--- src/rtl/mcu_pkg.sv ---
`default_nettype none
// ============================================================================
// Module      : mcu_pkg
// Description : Shared types and constants for the multicycle MIPS control
//               unit: FSM state enum, opcode/funct values, ALU operation
//               encodings and datapath mux select codes.
// Revision    : 1.0 - initial release
// ============================================================================
package mcu_pkg;

    // Controller states; S_JUMP is only reachable when MCU_JUMP_EN is defined
    typedef enum logic [3:0] {
        S_FETCH   = 4'd0,
        S_DECODE  = 4'd1,
        S_MEMADR  = 4'd2,
        S_MEMRD   = 4'd3,
        S_MEMWB   = 4'd4,
        S_MEMWR   = 4'd5,
        S_EXECUTE = 4'd6,
        S_ALUWB   = 4'd7,
        S_ADDIEXE = 4'd8,
        S_ADDIWB  = 4'd9,
        S_BRANCH  = 4'd10,
        S_JUMP    = 4'd11
    } state_t;

    // Opcodes
    localparam logic [5:0] OP_RTYPE = 6'h00;
    localparam logic [5:0] OP_LW    = 6'h23;
    localparam logic [5:0] OP_SW    = 6'h2B;
    localparam logic [5:0] OP_BEQ   = 6'h04;
    localparam logic [5:0] OP_ADDI  = 6'h08;
    localparam logic [5:0] OP_J     = 6'h02;

    // R-type function codes
    localparam logic [5:0] FUNCT_ADD = 6'h20;
    localparam logic [5:0] FUNCT_SUB = 6'h22;
    localparam logic [5:0] FUNCT_AND = 6'h24;
    localparam logic [5:0] FUNCT_OR  = 6'h25;
    localparam logic [5:0] FUNCT_SLT = 6'h2A;

    // ALU operation encodings (zero-extended to the ALUControl width)
    localparam logic [3:0] ALU_AND = 4'b0000;
    localparam logic [3:0] ALU_OR  = 4'b0001;
    localparam logic [3:0] ALU_ADD = 4'b0100;
    localparam logic [3:0] ALU_SUB = 4'b0101;
    localparam logic [3:0] ALU_SLT = 4'b0111;

    // ALU B operand select
    localparam logic [1:0] SRCB_REG     = 2'b00;
    localparam logic [1:0] SRCB_FOUR    = 2'b01;
    localparam logic [1:0] SRCB_IMM     = 2'b10;
    localparam logic [1:0] SRCB_IMM_SH2 = 2'b11;

    // PC source select
    localparam logic [1:0] PCSRC_ALU    = 2'b00;
    localparam logic [1:0] PCSRC_ALUOUT = 2'b01;
    localparam logic [1:0] PCSRC_JUMP   = 2'b10;

endpackage : mcu_pkg
`default_nettype wire

--- src/rtl/multicycle_control_unit_if.sv ---
`default_nettype none
// ============================================================================
// Module      : multicycle_control_unit_if
// Description : Bundle between the control unit and the multicycle datapath.
//               master = control unit, slave = datapath.
// Revision    : 1.0 - initial release
// ============================================================================
interface multicycle_control_unit_if #(
    parameter int ALU_CTRL_WIDTH = 4,
    parameter int ICNT_WIDTH     = 32
);
    // Instruction fields and ALU status from the datapath
    logic [5:0]                OP;
    logic [5:0]                Funct;
    logic                      Zero;

    // Datapath control lines
    logic                      PCWrite;
    logic                      IorD;
    logic                      MemWrite;
    logic                      IRWrite;
    logic                      RegDst;
    logic                      MemtoReg;
    logic                      RegWrite;
    logic                      ALUSrcA;
    logic [1:0]                ALUSrcB;
    logic [ALU_CTRL_WIDTH-1:0] ALUControl;
    logic [1:0]                PCSrc;

    // Status
    logic                      instr_done_o;
    logic                      illegal_op_o;
    logic [ICNT_WIDTH-1:0]     instr_cnt_o;

    modport master (
        input  OP, Funct, Zero,
        output PCWrite, IorD, MemWrite, IRWrite, RegDst, MemtoReg, RegWrite,
               ALUSrcA, ALUSrcB, ALUControl, PCSrc,
               instr_done_o, illegal_op_o, instr_cnt_o
    );

    modport slave (
        output OP, Funct, Zero,
        input  PCWrite, IorD, MemWrite, IRWrite, RegDst, MemtoReg, RegWrite,
               ALUSrcA, ALUSrcB, ALUControl, PCSrc,
               instr_done_o, illegal_op_o, instr_cnt_o
    );
endinterface : multicycle_control_unit_if
`default_nettype wire

--- src/rtl/multicycle_control_unit_alu_decoder.sv ---
`default_nettype none
// ============================================================================
// Module      : alu_decoder
// Description : Combinational R-type Funct -> ALU operation decode with a
//               validity flag for unsupported function codes.
// Revision    : 1.0 - initial release
// ============================================================================
module alu_decoder
    import mcu_pkg::*;
(
    input  wire logic [5:0] i_funct,
    output logic      [3:0] o_alu_ctrl,
    output logic            o_funct_valid
);

    // Map the supported function codes; anything else is flagged invalid
    always_comb begin
        o_alu_ctrl    = ALU_ADD;
        o_funct_valid = 1'b1;
        case (i_funct)
            FUNCT_ADD: o_alu_ctrl = ALU_ADD;
            FUNCT_SUB: o_alu_ctrl = ALU_SUB;
            FUNCT_AND: o_alu_ctrl = ALU_AND;
            FUNCT_OR:  o_alu_ctrl = ALU_OR;
            FUNCT_SLT: o_alu_ctrl = ALU_SLT;
            default:   o_funct_valid = 1'b0;
        endcase
    end

endmodule : alu_decoder
`default_nettype wire

--- src/rtl/multicycle_control_unit.sv ---
`default_nettype none
// ============================================================================
// Module      : multicycle_control_unit
// Description : Moore control FSM for the multicycle MIPS datapath. Sequences
//               fetch/decode/execute/memory/writeback, drives every datapath
//               control line per state and counts retired instructions.
//               Optional feature macro: MCU_JUMP_EN (enables the j / JUMP
//               state; otherwise opcode 0x02 is illegal and PCSrc[1] is 0).
// Revision    : 1.0 - initial release
// ============================================================================
module multicycle_control_unit
    import mcu_pkg::*;
#(
    parameter int ALU_CTRL_WIDTH = 4,
    parameter int ICNT_WIDTH     = 32
) (
    input  wire logic                  clk,
    input  wire logic                  reset,   // asynchronous, active-low
    multicycle_control_unit_if.master  bus
);

    state_t                r_state;
    logic                  r_is_sw;       // lw/sw remembered from DECODE
    logic [3:0]            r_alu_ctrl;    // R-type ALU op captured in DECODE
    logic [ICNT_WIDTH-1:0] r_instr_cnt;

    logic [3:0]            w_dec_alu;
    logic                  w_funct_valid;
    logic                  w_op_legal;

    logic                  w_pcwrite;
    logic                  w_iord;
    logic                  w_memwrite;
    logic                  w_irwrite;
    logic                  w_regdst;
    logic                  w_memtoreg;
    logic                  w_regwrite;
    logic                  w_srca;
    logic [1:0]            w_srcb;
    logic [3:0]            w_alu;
    logic [1:0]            w_pcsrc;
    logic                  w_done;
    logic                  w_illegal;

    // Single Funct decoder: checked in DECODE, its result held for EXECUTE
    alu_decoder u_alu_decoder (
        .i_funct       (bus.Funct),
        .o_alu_ctrl    (w_dec_alu),
        .o_funct_valid (w_funct_valid)
    );

    // Whether the opcode/funct pair seen in DECODE is supported
    always_comb begin
        w_op_legal = 1'b0;
        case (bus.OP)
            OP_LW, OP_SW, OP_ADDI, OP_BEQ: w_op_legal = 1'b1;
            OP_RTYPE:                      w_op_legal = w_funct_valid;
`ifdef MCU_JUMP_EN
            OP_J:                          w_op_legal = 1'b1;
`else
            OP_J:                          w_op_legal = 1'b0;
`endif
            default:                       w_op_legal = 1'b0;
        endcase
    end

    // State sequencing plus retired-instruction counting
    always_ff @(posedge clk or negedge reset) begin
        if (!reset) begin
            r_state     <= S_FETCH;
            r_is_sw     <= 1'b0;
            r_alu_ctrl  <= ALU_ADD;
            r_instr_cnt <= '0;
        end else begin
            r_instr_cnt <= r_instr_cnt + ICNT_WIDTH'(w_done);
            case (r_state)
                S_FETCH:  r_state <= S_DECODE;
                S_DECODE: begin
                    r_state <= S_FETCH;
                    case (bus.OP)
                        OP_LW: begin
                            r_state <= S_MEMADR;
                            r_is_sw <= 1'b0;
                        end
                        OP_SW: begin
                            r_state <= S_MEMADR;
                            r_is_sw <= 1'b1;
                        end
                        OP_RTYPE: begin
                            if (w_funct_valid) begin
                                r_state    <= S_EXECUTE;
                                r_alu_ctrl <= w_dec_alu;
                            end
                        end
                        OP_ADDI: r_state <= S_ADDIEXE;
                        OP_BEQ:  r_state <= S_BRANCH;
`ifdef MCU_JUMP_EN
                        OP_J:    r_state <= S_JUMP;
`else
                        OP_J:    r_state <= S_FETCH;
`endif
                        default: r_state <= S_FETCH;
                    endcase
                end
                S_MEMADR:  r_state <= r_is_sw ? S_MEMWR : S_MEMRD;
                S_MEMRD:   r_state <= S_MEMWB;
                S_EXECUTE: r_state <= S_ALUWB;
                S_ADDIEXE: r_state <= S_ADDIWB;
                default:   r_state <= S_FETCH;
            endcase
        end
    end

    // Per-state control decode from the registered state (Zero only in BRANCH)
    always_comb begin
        w_pcwrite  = 1'b0;
        w_iord     = 1'b0;
        w_memwrite = 1'b0;
        w_irwrite  = 1'b0;
        w_regdst   = 1'b0;
        w_memtoreg = 1'b0;
        w_regwrite = 1'b0;
        w_srca     = 1'b0;
        w_srcb     = SRCB_REG;
        w_alu      = ALU_ADD;
        w_pcsrc    = PCSRC_ALU;
        w_done     = 1'b0;
        w_illegal  = 1'b0;
        case (r_state)
            S_FETCH: begin
                w_irwrite = 1'b1;
                w_srcb    = SRCB_FOUR;
                w_pcwrite = 1'b1;
            end
            S_DECODE: begin
                w_srcb    = SRCB_IMM_SH2;
                w_illegal = ~w_op_legal;
            end
            S_MEMADR: begin
                w_srca = 1'b1;
                w_srcb = SRCB_IMM;
            end
            S_MEMRD: w_iord = 1'b1;
            S_MEMWB: begin
                w_memtoreg = 1'b1;
                w_regwrite = 1'b1;
                w_done     = 1'b1;
            end
            S_MEMWR: begin
                w_iord     = 1'b1;
                w_memwrite = 1'b1;
                w_done     = 1'b1;
            end
            S_EXECUTE: begin
                w_srca = 1'b1;
                w_alu  = r_alu_ctrl;
            end
            S_ALUWB: begin
                w_regdst   = 1'b1;
                w_regwrite = 1'b1;
                w_done     = 1'b1;
            end
            S_ADDIEXE: begin
                w_srca = 1'b1;
                w_srcb = SRCB_IMM;
            end
            S_ADDIWB: begin
                w_regwrite = 1'b1;
                w_done     = 1'b1;
            end
            S_BRANCH: begin
                w_srca    = 1'b1;
                w_alu     = ALU_SUB;
                w_pcsrc   = PCSRC_ALUOUT;
                w_pcwrite = bus.Zero;
                w_done    = 1'b1;
            end
`ifdef MCU_JUMP_EN
            S_JUMP: begin
                w_pcsrc   = PCSRC_JUMP;
                w_pcwrite = 1'b1;
                w_done    = 1'b1;
            end
`endif
            default: ;
        endcase
    end

    // Every output is held at zero for as long as reset is low
    assign bus.PCWrite      = reset & w_pcwrite;
    assign bus.IorD         = reset & w_iord;
    assign bus.MemWrite     = reset & w_memwrite;
    assign bus.IRWrite      = reset & w_irwrite;
    assign bus.RegDst       = reset & w_regdst;
    assign bus.MemtoReg     = reset & w_memtoreg;
    assign bus.RegWrite     = reset & w_regwrite;
    assign bus.ALUSrcA      = reset & w_srca;
    assign bus.ALUSrcB      = reset ? w_srcb : 2'b00;
    assign bus.ALUControl   = reset ? ALU_CTRL_WIDTH'(w_alu) : '0;
`ifdef MCU_JUMP_EN
    assign bus.PCSrc        = reset ? w_pcsrc : 2'b00;
`else
    // Without the jump path the upper PCSrc bit can never be set
    assign bus.PCSrc        = reset ? (w_pcsrc & ~PCSRC_JUMP) : 2'b00;
`endif
    assign bus.instr_done_o = reset & w_done;
    assign bus.illegal_op_o = reset & w_illegal;
    assign bus.instr_cnt_o  = r_instr_cnt;

endmodule : multicycle_control_unit
`default_nettype wire

--- src/flat_wrapper.sv ---
// flat-port wrapper written by rule: the top's interface ports become plain ports
module multicycle_control_unit_flat import mcu_pkg::*;
#(
    parameter int ALU_CTRL_WIDTH = 4,
    parameter int ICNT_WIDTH     = 32
)
  (clk, reset, bus_OP, bus_Funct, bus_Zero, bus_PCWrite, bus_IorD, bus_MemWrite, bus_IRWrite, bus_RegDst, bus_MemtoReg, bus_RegWrite, bus_ALUSrcA, bus_ALUSrcB, bus_ALUControl, bus_PCSrc, bus_instr_done_o, bus_illegal_op_o, bus_instr_cnt_o);
  multicycle_control_unit_if #(.ALU_CTRL_WIDTH(ALU_CTRL_WIDTH), .ICNT_WIDTH(ICNT_WIDTH)) bus_i ();
  input  wire logic clk;
  input  wire logic reset;
  input wire logic [$bits(bus_i.OP)-1:0] bus_OP;
  input wire logic [$bits(bus_i.Funct)-1:0] bus_Funct;
  input wire logic [$bits(bus_i.Zero)-1:0] bus_Zero;
  output wire logic [$bits(bus_i.PCWrite)-1:0] bus_PCWrite;
  output wire logic [$bits(bus_i.IorD)-1:0] bus_IorD;
  output wire logic [$bits(bus_i.MemWrite)-1:0] bus_MemWrite;
  output wire logic [$bits(bus_i.IRWrite)-1:0] bus_IRWrite;
  output wire logic [$bits(bus_i.RegDst)-1:0] bus_RegDst;
  output wire logic [$bits(bus_i.MemtoReg)-1:0] bus_MemtoReg;
  output wire logic [$bits(bus_i.RegWrite)-1:0] bus_RegWrite;
  output wire logic [$bits(bus_i.ALUSrcA)-1:0] bus_ALUSrcA;
  output wire logic [$bits(bus_i.ALUSrcB)-1:0] bus_ALUSrcB;
  output wire logic [$bits(bus_i.ALUControl)-1:0] bus_ALUControl;
  output wire logic [$bits(bus_i.PCSrc)-1:0] bus_PCSrc;
  output wire logic [$bits(bus_i.instr_done_o)-1:0] bus_instr_done_o;
  output wire logic [$bits(bus_i.illegal_op_o)-1:0] bus_illegal_op_o;
  output wire logic [$bits(bus_i.instr_cnt_o)-1:0] bus_instr_cnt_o;
  assign bus_i.OP = bus_OP;
  assign bus_i.Funct = bus_Funct;
  assign bus_i.Zero = bus_Zero;
  assign bus_PCWrite = bus_i.PCWrite;
  assign bus_IorD = bus_i.IorD;
  assign bus_MemWrite = bus_i.MemWrite;
  assign bus_IRWrite = bus_i.IRWrite;
  assign bus_RegDst = bus_i.RegDst;
  assign bus_MemtoReg = bus_i.MemtoReg;
  assign bus_RegWrite = bus_i.RegWrite;
  assign bus_ALUSrcA = bus_i.ALUSrcA;
  assign bus_ALUSrcB = bus_i.ALUSrcB;
  assign bus_ALUControl = bus_i.ALUControl;
  assign bus_PCSrc = bus_i.PCSrc;
  assign bus_instr_done_o = bus_i.instr_done_o;
  assign bus_illegal_op_o = bus_i.illegal_op_o;
  assign bus_instr_cnt_o = bus_i.instr_cnt_o;
  multicycle_control_unit #(.ALU_CTRL_WIDTH(ALU_CTRL_WIDTH), .ICNT_WIDTH(ICNT_WIDTH)) u_core (.clk(clk), .reset(reset), .bus(bus_i));
endmodule
--- config.mk ---
export PLATFORM = sky130hd
export DESIGN_NAME = multicycle_control_unit_flat
export DESIGN_NICKNAME = d
export VERILOG_FILES = /design/src/rtl/mcu_pkg.sv /design/src/rtl/multicycle_control_unit_if.sv /design/src/rtl/multicycle_control_unit_alu_decoder.sv /design/src/rtl/multicycle_control_unit.sv /design/src/flat_wrapper.sv
export SDC_FILE = /design/constraint.sdc
export NUM_CORES = 1
export LEC_CHECK = 0
export ABC_AREA = 1
export CORE_MARGIN = 8
export CORE_UTILIZATION = 46
export DETAILED_ROUTE_END_ITERATION = 10
export GPL_ROUTABILITY_DRIVEN = 0
export HOLD_SLACK_MARGIN = 0.12
export PLACE_DENSITY = 0.75
export SLEW_MARGIN = 15
export SYNTH_ARGS = -nofsm -noshare
export SYNTH_HDL_FRONTEND = slang
export SYNTH_SLANG_ARGS = --single-unit
--- constraint.sdc ---
create_clock -name clk -period 3.1 [get_ports clk]
set_clock_uncertainty 0.1 [all_clocks]
set_input_delay 0.31 -clock clk [delete_from_list [all_inputs] [get_ports clk]]
set_output_delay 0.31 -clock clk [all_outputs]
set_load 0.02 [all_outputs]
## After elaboration in Yosys (flattened, before gate mapping)

Cells that the tools add are included.

- Register bits: 41
- Memories kept: 0
- Memory bits (writable): 0
- Output and inout bits: 50
- Memory bits (read-only): 0
- Bits in latches: 0
- Word-level logic and storage cells: 72

- Add/sub/neg operators: 1
- Multiply operators: 0
- Eq/ne operators: 19
- Shifts and indexed selects: 0
- Bitwise logic cells: 11
- Divide/modulo/power cells: 0
- Reductions and logical operators: 13
- Muxes and demuxes: 24
- Order comparisons: 0

Operator list:

| cell | count |
|---|---|
| equality test 6 bit, second input constant | 7 |
| adder 32 x 1 -> 32 bit | 1 |
| case mux 4 bit (6 select lines) | 1 |
| equality test 4 x 3 -> 1 bit, second input constant | 4 |
| case mux 4 bit (4 select lines) | 1 |
| equality test 4 bit, second input constant | 3 |
| 2-to-1 mux 1 bit | 12 |
| case mux 3 bit (4 select lines) | 1 |
| bitwise AND 1 bit | 10 |
| OR reduction 5 bit | 2 |
| equality test 4 x 2 -> 1 bit, second input constant | 2 |
| case mux 4 bit (2 select lines) | 1 |
| OR reduction 4 bit | 2 |
| equality test 6 x 3 -> 1 bit, second input constant | 1 |
| equality test 6 x 4 -> 1 bit, second input constant | 1 |
| logical NOT 6 bit | 1 |
| 2-to-1 mux 3 bit | 2 |
| case mux 1 bit (2 select lines) | 3 |
| case mux 2 bit (3 select lines) | 1 |
| OR reduction 2 bit | 3 |
| equality test 4 x 1 -> 1 bit, second input constant | 1 |
| logical NOT 4 bit | 1 |
| 2-to-1 mux 4 bit | 1 |
| AND reduction 3 bit | 1 |
| 5 further kinds | 5 |

## Depth between registers and ports, before layout

- Depth in word-level cells: 7
- Mapped depth: 15
- Gate-level depth less buffers: 15

## Hierarchy

From an unflattened synthesis, not the netlist that was laid out.

- Cell total of the unflattened synthesis: 375
- Area total of the unflattened synthesis: 2544.9 µm²

Modules (own cells, without submodules):

| module | cells each | instances | area each (µm²) |
|---|---|---|---|
| multicycle_control_unit | 356 | 1 | 2446.1 |
| alu_decoder | 19 | 1 | 98.8 |

## Worst setup path before layout

OpenSTA, ideal clock, no wires.

- Path type: register -> register
- Start point: register u_core.r_state[1]
- End point: register u_core.r_instr_cnt[28], in the netlist u_core.bus.instr_cnt_o[28]
- Buffers on the path: 0
- Setup slack: 0.884 ns
- Clock period less this slack: 2.216 ns
- Data arrival time: 1.998 ns
- Setup time: 0.117 ns
- Stages on the path, launching flop included: 16
- Required time: 2.883 ns
- Cells stage by stage: dfrtp_1 inv_1 nor2_1 inv_1 nor2_2 nor2_1 nand2_1 ha_1 ha_1 inv_2 nor2_4 inv_2 nor2_2 nand2_1 nand2_1 nand2_1

- Longest elaborated chain between the ends: 4
- Elaborated cells on any way between the ends: 8
- Those cells by class: 1 x add/sub; 5 x eq/ne; 1 x mux; 1 x reduce/logical

Ends and longest elaborated chain:

| element | RTL line | RTL |
|---|---|---|
| start: declaration | multicycle_control_unit.sv:22 | `state_t r_state;` |
| start signal: assignment | multicycle_control_unit.sv:105 | `S_MEMADR: r_state <= r_is_sw ? S_MEMWR : S_MEMRD;` |
| equality test 4 x 3 -> 1 bit or equality test 4 bit (tied branches) | multicycle_control_unit.sv:129 | `case (r_state)` |
| OR reduction 5 bit (no source line) (*) | - |  |
| 2-to-1 mux 1 bit (*) | multicycle_control_unit.sv:129 |  |
| adder 32 x 1 -> 32 bit (*) | multicycle_control_unit.sv:75 | `r_instr_cnt <= r_instr_cnt + ICNT_WIDTH'(w_done);` |
| end signal: assignment | multicycle_control_unit.sv:75 |  |
| end: declaration | multicycle_control_unit.sv:25 | `logic [ICNT_WIDTH-1:0] r_instr_cnt;` |

Every way passes the cells marked *; elsewhere a longest branch is shown, timed or not.
A chain may end at the register's enable or synchronous reset.

## Worst setup path after layout

- Start point: input port reset
- End point: output port bus_ALUControl[2]

- Longest elaborated chain between the ends: 1

Ends and longest elaborated chain:

| element | RTL line | RTL |
|---|---|---|
| start: declaration | flat_wrapper.sv:10 | `input wire logic reset;` |
| 2-to-1 mux 4 bit | multicycle_control_unit.sv:199 | `assign bus.ALUControl = reset ? ALU_CTRL_WIDTH'(w_alu) : '0;` |
| end: declaration | flat_wrapper.sv:23 | `output wire logic [$bits(bus_i.ALUControl)-1:0] bus_ALUControl;` |

Every way passes these cells.

==> results.json <==
{
  "clk_pin_slew_worst_paths_ns": 0.08,
  "netlist_top_cells_count": "115 x nand2_1, 62 x nor2_1, 39 x dfrtp_1",
  "yosys.area.top_type_share_pct": 39.3,
  "ys_async_sr_fraction_pct": 100,
  "clock_sink_count": 40,
  "share_of_layout_cells_above_drive_strength_1_pct": 10.1,
  "post-synth-top-count-cell": "nand2_1",
  "numPortBuffers": 62,
  "setup.worst_path.end_class": "primary output",
  "totalNegativeSetupSlack_ns": 0,
  "cts_setup_buffers": 0,
  "seq_area_frac_synth_pct": 40.4,
  "initial_utilization_pct": 48.0,
  "yosysUniqueCellTypes": 30,
  "setup_violations": 0,
  "dp_worst_setup_slack_ns": 0.557,
  "diodes": 0,
  "tritoncts.num_buffers": 5,
  "synth.cell_area_um2": 2480,
  "die_outline_area_um2": 8000,
  "grt_use_met1_pct": 20.1,
  "critical_path.max_fanout": 20,
  "worst-endpoint-required_ns": 2.69,
  "tritoncts": "yes",
  "leakage_nw": 1.51,
  "antenna_found_initial": 0,
  "wl_per_cell_um": 12.8,
  "top_level_ports": 65,
  "top_usage_layer": "met2",
  "place.detailed.hpwl_um": 5210,
  "crit_path_start_kind": "primary input",
  "grt_max_degree": 21,
  "detailroute.via_count": 2385,
  "worst_ir_drop_vdd_mv": 0.338,
  "highest_clock_rate_mhz": 386,
  "ant_nets": 0,
  "via_per_inst": 4.91,
  "area.growth.synth_to_final_pct": 33.2,
  "fill_cells": 456,
  "clk-insertion-delay-late_ns": 0.29,
  "dieWidth_um": 89.4,
  "final_period_minus_worst_setup_slack_ns": 2.59,
  "synth_largest_area_cell": "dfrtp_1",
  "timing.final.crit_share_pct": 83.7,
  "finalHoldViolations": 0,
  "core_um2": 5170,
  "synthesis.instances": 345,
  "syn_area_per_cell_um2": 7.19,
  "grt_first_pass_wirelength_um": 10700,
  "grtUsageMet3_pct": 4.14,
  "critical_path_class": "primary input to primary output",
  "power.density_cell_area_nw_per_um2": 398,
  "groute.layer.met2.usage_pct": 29.8,
  "first_global_vias": 2356,
  "max_cap_viol_count": 0,
  "holdBufCountCts": 1,
  "clock_tree.htree_level_count": 2,
  "grt_use_total_pct": 17.2,
  "num_rows": 26,
  "post-route-drc-count": 0,
  "grt_setup_unrepaired": "no",
  "postLayoutSetupSlackWorst_ns": 0.507,
  "cts-resized-gates": 0,
  "setup.reg_to_reg.worst_slack_ns": 0.55,
  "timing.hold.worst.class": "primary input to asynchronous set/reset pin",
  "dr.pass1.iters": 4,
  "synth_warnings": 0,
  "total_length_of_routed_wires_um": 6230,
  "final_nets": 432,
  "synth_edf_count": 0,
  "maxSlewViolCount": 0,
  "status": "complete, no violations",
  "clock_tree.root_cell": "clkbuf_8",
  "globalRouteOverflowTotal": 0,
  "die_h_um": 89.4,
  "clk_buf_depth": 2,
  "fin_total_pwr_w": 0.00132,
  "ys_top_cells_by_area": "dfrtp_1 39%, nand2_1 17%, nor2_1 9.4%",
  "dominantRegCellSynth": "dfrtp_1",
  "drt_iter0_drc": 110,
  "ys_ff_latch": 40,
  "arrival_ns": 2.18
}
==> cell usage in the layout, fill, tap and decap left out, types with 6 or more instances in the layout <==
master | netlist | layout
clkdlybuf4s50_1 | 0 | 61
nor2_4 | 6 | 6
nor2_1 | 62 | 62
nand4_1 | 7 | 7
nand2_1 | 115 | 115
dfrtp_1 | 39 | 39
inv_1 | 23 | 23
nor2_2 | 11 | 11
xor2_1 | 10 | 10
nand3b_1 | 12 | 12
nand3_1 | 16 | 16
==> worst paths after layout <==
kind | start | endpoint | depth (start not counted)
worst min-delay path | reset | u_core.bus.instr_cnt_o[0]$_DFF_PN0_ | 2
max in group asynchronous | reset | u_core.r_alu_ctrl[2]$_DFFE_PN1P_ | 3
worst max-delay path | reset | bus_ALUControl[2] | 6
worst min register to register | u_core.r_alu_ctrl[2]$_DFFE_PN1P_ | u_core.r_alu_ctrl[2]$_DFFE_PN1P_ | 2
worst max register to register | u_core.r_state[1]$_DFF_PN0_ | u_core.bus.instr_cnt_o[16]$_DFF_PN0_ | 13
min in group clk | u_core.r_alu_ctrl[2]$_DFFE_PN1P_ | u_core.r_alu_ctrl[2]$_DFFE_PN1P_ | 2
==> final cells by class <==
| class | instances | area, um^2 | share of cell area, % |
|---|---|---|---|
| clock buffers | 5 | 68.8 | 2.08 |
| clock inverters | 3 | 42.5 | 1.29 |
| inverters | 30 | 113 | 3.41 |
| multi-input cells | 273 | 1350 | 40.9 |
| flip-flops and latches | 40 | 1000 | 30.3 |
| well taps | 70 | 87.6 | 2.65 |
| repair buffers | 65 | 641 | 19.4 |
==> flip-flops by register name, summed over array words and instances, names as in the netlist <==
register	cells
u_core.r_alu_ctrl	3
u_core.r_state	4
u_core.bus.instr_cnt_o	32
u_core.r_is_sw	1
==> layer usage <==
metal	share of wire, %	vias up
met4	1.8	0
met5	0	-
met3	5.9	11
met2	49	61
met1	44	1090
li1	-	1223
==> logic make-up after synthesis <==
group,Yosys count,synth area share [%]
AO/OA/AOI/OAI,15,3.38
flip-flops,40,40.4
other,1,0.151
AND/OR/NAND/NOR,239,44.5
buffers and inverters,33,5.29
adder cells (fa/ha/maj),2,1.01
XOR/XNOR,15,5.29
==> power by group <==
group,total [W],internal (W),switching [W]
Clock,0.000421,0.000238,0.000183
Combinational,0.000302,0.000126,0.000176
Sequential,0.000593,0.000555,0.0000376
==> per-stage QoR <==
step / utilization [%] / cell area (um^2) / std cells / hold WS, ns
2_1_floorplan: - / 2480 / 346 / -0.0856
3_3_place_gp: 61.6 / 3180 / 477 / 0.0698
3_5_place_dp: 61.6 / 3180 / 477 / 0.0749
4_1_cts: 63.9 / 3310 / 486 / 0.305
5_1_grt: 63.9 / 3310 / 486 / 0.327
6_report: 63.9 / 3310 / 486 / 0.304
==> critical path, cell delays in order <==
cell and delay [ns]:
dlygate4sd3_1 0.53, buf_2 0.23, buf_4 0.30, o21ai_0 0.12, inv_1 0.06, clkdlybuf4s50_1 0.62
(Power assumes the default switching activity.)
